--- config.mk ---
export PLATFORM = sky130hd
export DESIGN_NAME = down_counter_nbit
export DESIGN_NICKNAME = d
export VERILOG_FILES = /design/src/rtl/down_counter_nbit.sv
export SDC_FILE = /design/constraint.sdc
export NUM_CORES = 1
export LEC_CHECK = 0
export ABC_AREA = 1
export CAP_MARGIN = 25
export CORE_AREA = 2 2 39 41
export DETAILED_ROUTE_END_ITERATION = 10
export DIE_AREA = 0 0 41 43
export PLACE_DENSITY_LB_ADDON = 0.05
export SETUP_SLACK_MARGIN = 0.05
export SLEW_MARGIN = 0
export SYNTH_ARGS = -nofsm -noshare
export SYNTH_HDL_FRONTEND = slang
export SYNTH_SLANG_ARGS = --single-unit
--- constraint.sdc ---
create_clock -name clk -period 3.25 [get_ports clk]
set_input_delay 0.4875 -clock clk [delete_from_list [all_inputs] [get_ports clk]]
set_output_delay 0.4875 -clock clk [all_outputs]
set_load 0.02 [all_outputs]
--- src/rtl/down_counter_nbit.sv ---
`default_nettype none
// ============================================================================
// Module  : down_counter_nbit
// Purpose : Loadable down counter with registered terminal-count pulse.
//           Optional build macro: DOWN_CNT_AUTORELOAD_EN (reload on expiry).
// Revision: 1.0 - initial release
// ============================================================================
module down_counter_nbit #(
  parameter int WIDTH = 3
) (
  input  logic             clk,
  input  logic             reset,
  input  logic             ld,
  input  logic             dec,
  input  logic [WIDTH-1:0] data,
  output logic [WIDTH-1:0] out,
  output logic             borrow,
  output logic             done,
  output logic             busy
);

  typedef enum logic [1:0] {
    S_IDLE = 2'd0,
    S_RUN  = 2'd1,
    S_DONE = 2'd2
  } state_t;

  localparam logic [WIDTH-1:0] C_ONE = WIDTH'(1);

  state_t           r_state, w_state_nxt;
  logic [WIDTH-1:0] r_cnt, w_cnt_nxt;
  logic             r_done, w_done_nxt;

`ifdef DOWN_CNT_AUTORELOAD_EN
  logic [WIDTH-1:0] r_rld, w_rld_nxt;

  always_ff @(posedge clk) begin
    if (reset) r_rld <= '0;
    else       r_rld <= w_rld_nxt;
  end

  always_comb begin
    w_rld_nxt = r_rld;
    if (ld) w_rld_nxt = data;
  end
`endif

  always_ff @(posedge clk) begin
    if (reset) begin
      r_state <= S_IDLE;
      r_cnt   <= '0;
      r_done  <= 1'b0;
    end else begin
      r_state <= w_state_nxt;
      r_cnt   <= w_cnt_nxt;
      r_done  <= w_done_nxt;
    end
  end

  // Load wins over everything; done is a pulse, so it defaults low every cycle.
  always_comb begin
    w_state_nxt = r_state;
    w_cnt_nxt   = r_cnt;
    w_done_nxt  = 1'b0;
    if (ld) begin
      w_state_nxt = S_RUN;
      w_cnt_nxt   = data;
    end else begin
      case (r_state)
        S_RUN: begin
          if (dec) begin
            if (r_cnt != '0) begin
              w_cnt_nxt = r_cnt - C_ONE;
            end else begin
              w_done_nxt = 1'b1;
`ifdef DOWN_CNT_AUTORELOAD_EN
              w_cnt_nxt  = r_rld;
`else
              w_state_nxt = S_DONE;
`endif
            end
          end
        end
        S_DONE:  w_state_nxt = S_IDLE;
        default: w_state_nxt = r_state;
      endcase
    end
  end

  assign out    = r_cnt;
  assign borrow = (r_cnt == '0);
  assign done   = r_done;
  assign busy   = (r_state == S_RUN);

endmodule
`default_nettype wire

==> reports/summary.txt, run 1 <==
htree depth -> 1
# rows -> 14
Hold Path Depth -> 2
syn_area_per_cell -> 6.88 um^2
RR Endpoint -> out[1]
Via density -> 4.01
DP HPWL -> 537 um
Cell Area, Synth -> 317 um^2
Worst Path Max Fanout -> 4
post-route clock period utilization -> 0.626
Peak VDD IR -> 0.199 mV
setup violators final -> 0
Die H -> 43 um
hold_ws -> 0.482 ns
Clk Latency, worst-skew pair -> 0.24 ns
Yosys top cell area share -> 0.379
initial antenna violation count -> 0
setup tns final -> 0 ns
slew at the pin closest to its max-slew limit -> 0.238 ns
input/output buffers -> 12
clock share of power -> 0.325
sequential-to-total area share from yosys stat -> 0.379
Layout Utilization -> 0.346
hold buffers post-CTS -> 0
DRT Pass-1 Iters -> 4
R2R depth -> 7
diodes inserted -> 0
Core Area -> 1380 um^2
Flop pwr share -> 0.402
main area contributors after synthesis -> dfxtp_1 (38%), nand2_1 (17%), inv_1 (8.3%), ha_1 (7.9%), a21oi_1 (6.3%)
Slew Viols, Final -> 0
critical path data required time -> 2.76 ns
# resized after CTS -> 0
vias in the first global route -> 249
Syn. warnings -> 0
Worst Setup End Kind -> output pin
R2R setup slack -> 2.04 ns
Die X -> 41 um
Synth Area in Compound Gates -> 0.0949
CP startpoint -> out[0]
global route overflow -> 0
DRC marker count from the first detailed-route iteration -> 7
Syn Nets -> 55
simple-gate share of the synthesized area -> 0.352
Comb pwr share -> 0.274
sw frac -> 0.284
flops & latches, synth -> 6
most common cell after layout, fill and taps aside -> nand2_1
crit path DAT -> 1.55 ns
TritonCTS buffer count -> 3
Net Sw Power -> 0.0000584 W
Inst Count DP -> 74
pwr/cell area -> 429 nW/um^2
CTS sink cnt -> 6
Ports -> 13
clock transition at the registers of the reported paths -> 0.05 ns
pin count of the biggest net entering global routing -> 9
Synth Area in Adders -> 0.0791
clock buffer depth -> 2
via count -> 309
critical path type -> reg2out
main combinational cell family by area after synthesis -> simple AND/OR/NAND/NOR gates
worst r2r src -> out[0]
starting density of the core -> 0.229
cells after synthesis -> 46
total internal power -> 0.000147 W
min-delay src -> r_state[0]
area growth from synthesis to layout -> 51.4%
status -> completed
DRC Markers -> 0
Final Wtd Congestion -> 0.730
Fmax achieved -> 0.492 GHz
dpl ws -> 1.48 ns
Setup crit start kind -> register
Hold/Removal Path Class -> reg2reg
worst hold endpoint -> r_state[1]
GRT Total Usage -> 0.0925
Slew headroom -> 0.841
unique cell type count in the Yosys netlist -> 12
RSZ-0062 raised after global routing -> no
Post-Layout Cell Count -> 77
Final WS setup -> 1.22 ns
CTS tree -> built
postcts setup bufs -> 0
first-pass GRT wire length -> 1.04 mm
Lkg Pwr -> 0.214 nW
mean routed wirelength per cell -> 8.19 um
post-synthesis mux area share -> 0
Synth Area in XOR/XNOR -> 0
Fin. Hold Viols -> 0
post-route ant nets -> 0
clk root buf -> clkbuf_4
Die ar. -> 1760 um^2
Max Cap Violations -> 0
Routed WL -> 631 um
post-layout net count -> 72
commonest non-fill, non-tap cells in the layout -> nand2_1 (14), clkdlybuf4s50_1 (12), inv_1 (7)
Synth area leader -> dfxtp_1
layout cell share with drive strength beyond 1 -> 0.115
Clock Skew -> 0.00770 ns
Final Critical Period -> 2.03 ns
## worst max-delay path, cell delays in order (launching register included)
cell and delay [ns]:
dfxtp_1 0.36, inv_1 0.08, ha_1 0.19, nand2_1 0.09, inv_1 0.05, clkdlybuf4s50_1 0.53
## flip-flops by register name, indices dropped and copies added (netlist names)
name / count
r_state: 2
done: 1
out: 3
## power by group through the flow
stage	registers (W)	clock network (W)	logic [W]
global placement	0.0000839	0	0.0000578
finish	0.0000826	0.0000667	0.0000562
detailed placement	0.0000839	0	0.0000568
global route	0.0000830	0.0000768	0.0000621
floorplan	0.0000877	0	0.0000273
CTS	0.0000825	0.0000713	0.0000571
## cell usage after synthesis, drive strengths merged
master	number
a21oi	4
nor2	4
dfxtp	6
nand2	15
o21ai	2
ha	2
nand3	5
inv	8
## layout make-up
cell class,instances,area [um^2]
fill,156,905
multi-input combinational,32,166
sequential,6,120
timing repair buffer,12,120
inverter,8,30.0
clock buffer,3,22.5
tap,16,20.0
## stage by stage
step	power [W]	cell area [um^2]
floorplan	0.000115	317
global placement	0.000142	457
detailed placement	0.000141	457
CTS	0.000211	479
global route	0.000222	479
finish	0.000206	479
## layer usage
| layer | routed length (um) | global-route usage | vias to the layer above |
|---|---|---|---|
| met3 | 64 | 0.0471 | 0 |
| met2 | 233 | 0.0969 | 11 |
| met1 | 333 | 0.129 | 124 |
| met4 | 0 | 0.0800 | 0 |
| li1 | - | - | 174 |
| met5 | 0 | 0 | - |
## cell families (layout without fill, tap and decap cells)
group | after synthesis | after routing
adder cells (fa/ha/maj) | 2 | 2
flip-flops | 6 | 6
AO/OA/AOI/OAI | 6 | 6
AND/OR/NAND/NOR | 24 | 24
buffers and inverters | 8 | 23
## worst max path at each step
stage | end | cells after the start
2_1_floorplan | borrow | 4
3_3_place_gp | borrow | 5
3_5_place_dp | borrow | 5
4_1_cts | borrow | 5
5_1_grt | borrow | 5
6_report | borrow | 5
Power figures use the tool's default switching activity.
==> run 2: changes to the inputs <==
clock period = 1.75 ns   (was 3.25 ns; I/O delays follow)
==> run 2 against run 1 <==
Against the previous run:
- count of clock-buffer cells in the layout stayed put
- combinational power grew 81%
- non-clock buffer count did not move
- via count did not move
- largest power group unchanged
- critical endpoint is now busy
==> reports/summary.txt, run 2 (synthesized netlist as in run 1, its figures left out) <==
final cell area excluding filler cells -> 478 um^2 (-0.26%)
clock buffer depth -> 2 (unchanged)
clk root buf -> clkbuf_4
Max Cap Violations -> 0 (unchanged)
Via density -> 4.01 (unchanged)
post-layout net count -> 72 (unchanged)
Fin. Hold Viols -> 0 (unchanged)
max reg flops -> 3 (unchanged)
worst r2r src -> out[0]
Peak VDD IR -> 0.369 mV (+86%)
Hold/Removal Path Class -> reg2reg
global route overflow -> 0 (unchanged)
Ports -> 13 (unchanged)
post-route clock period utilization -> 0.922
CTS tree -> built
DP HPWL -> 537 um (unchanged)
setup violators final -> 0 (unchanged)
Clk Latency, worst-skew pair -> 0.24 ns (about the same)
Core Area -> 1380 um^2 (unchanged)
fillcell total -> 155 (-0.64%)
Comb pwr share -> 0.268 (-0.006)
Net Sw Power -> 0.000108 W (+85%)
crit path DAT -> 1.35 ns (-0.20 ns)
Routed WL -> 631 um (unchanged)
R2R depth -> 7 (unchanged)
Die H -> 43 um (unchanged)
first-pass GRT wire length -> 1.04 mm (unchanged)
GRT Total Usage -> 0.0925 (unchanged)
sw frac -> 0.286 (+0.00177)
Placed Area -> 457 um^2 (unchanged)
min-delay src -> r_state[0]
Slew headroom -> 0.841 (unchanged)
critical path type -> reg2out
worst hold endpoint -> r_state[1]
Layout Utilization -> 0.345 (-0.000904)
Flop pwr share -> 0.405 (+0.003)
RR Endpoint -> out[1]
pwr/cell area -> 793 nW/um^2 (+85%)
Die ar. -> 1760 um^2 (unchanged)
hold buffers post-CTS -> 0 (unchanged)
CTS sink cnt -> 6 (unchanged)
area growth from synthesis to layout -> 51.0%
DRT Pass-1 Iters -> 4 (unchanged)
TritonCTS buffer count -> 3 (unchanged)
mean routed wirelength per cell -> 8.19 um (unchanged)
layout cell share with drive strength beyond 1 -> 0.115 (unchanged)
R2R setup slack -> 0.54 ns (-1.50 ns)
input/output buffers -> 12 (unchanged)
# rows -> 14 (unchanged)
clock share of power -> 0.327 (+0.002)
clock transition at the registers of the reported paths -> 0.04 ns (about the same)
via count -> 309 (unchanged)
vias in the first global route -> 249 (unchanged)
DRC Markers -> 0 (unchanged)
commonest non-fill, non-tap cells in the layout -> nand2_1 (14), clkdlybuf4s50_1 (11), inv_1 (7)
Hold Path Depth -> 2 (unchanged)
most common cell after layout, fill and taps aside -> nand2_1
Fmax achieved -> 0.620 GHz
Final Critical Period -> 1.61 ns
Setup crit start kind -> register
critical path data required time -> 1.49 ns (-1.27 ns)
Die X -> 41 um (unchanged)
Worst Setup End Kind -> output pin
Clock Skew -> 0.00770 ns (unchanged)
Lkg Pwr -> 0.215 nW (+0.57%)
post-route ant nets -> 0 (unchanged)
slew at the pin closest to its max-slew limit -> 0.238 ns (unchanged)
RSZ-0062 raised after global routing -> no
Slew Viols, Final -> 0 (unchanged)
starting density of the core -> 0.229 (unchanged)
pin count of the biggest net entering global routing -> 9 (unchanged)
Final Wtd Congestion -> 0.730 (about the same)
total internal power -> 0.000271 W (+84%)
Worst Path Max Fanout -> 3 (-1)
DRC marker count from the first detailed-route iteration -> 7 (unchanged)
htree depth -> 1 (unchanged)
initial antenna violation count -> 0 (unchanged)
diodes inserted -> 0 (unchanged)
setup tns final -> 0 ns (unchanged)
status -> completed
## run 2: stage by stage
| stage | hold slack, ns | instances | worst slack, ns | total power, W |
|---|---|---|---|---|
| after floorplan | 0.332 | 46 | 0.475 | 0.000214 |
| after global placement | 0.486 | 74 | 0.223 | 0.000263 |
| after detailed placement | 0.482 | 74 | 0.205 | 0.000261 |
| after CTS | 0.488 | 77 | 0.107 | 0.000389 |
| after global routing | 0.505 | 77 | 0.0639 | 0.000409 |
| final | 0.482 | 77 | 0.137 | 0.000379 |
## run 2: power groups by stage
stage               Combinational, W  Clock (W)  Sequential, W
floorplan                  0.0000508          0       0.000163
global placement            0.000107          0       0.000156
CTS                         0.000103   0.000132       0.000153
global route                0.000112   0.000143       0.000154
detailed placement          0.000106          0       0.000156
finish                      0.000102   0.000124       0.000153
## run 2: critical path, stage by stage, from the launching register on
cell and delay, ns:
dfxtp_1 0.35, inv_2 0.05, nor2_4 0.10, clkdlybuf4s50_1 0.61
## run 2: worst max path at each step
stage	end	slack [ns]	startpoint	cells after the start
after floorplan	r_state[0]	0.47	out[0]	7
after global placement	borrow	0.22	out[0]	5
after detailed placement	borrow	0.21	out[0]	5
after CTS	busy	0.11	r_state[0]	3
after global routing	busy	0.06	r_state[0]	3
final	busy	0.14	r_state[0]	3
## run 2: metal layers
metal	share of wire	GRT usage	vias up
li1	-	-	174
met1	0.53	0.129	124
met2	0.37	0.0969	11
met3	0.10	0.0471	0
met4	0	0.0800	0
met5	0	0	-
## run 2: timing repair
action	in CTS	in global routing
resized for setup	1	0
endpoints found under the setup margin	1	0
buffers inserted	0	0
## run 2: area by class of cell
cell class                 instances  area, um^2  area share
multi-input combinational         32         166       0.348
tap                               16        20.0      0.0419
timing repair buffer              12         119       0.249
inverter                           8        30.0      0.0628
clock buffer                       3        22.5      0.0471
sequential                         6         120       0.251
==> run 3: changes to the inputs <==
REMOVE_ABC_BUFFERS = 1   (was unset)
==> results of run 3 <==
Final layout, timing and power as in run 2 (identical DEF).
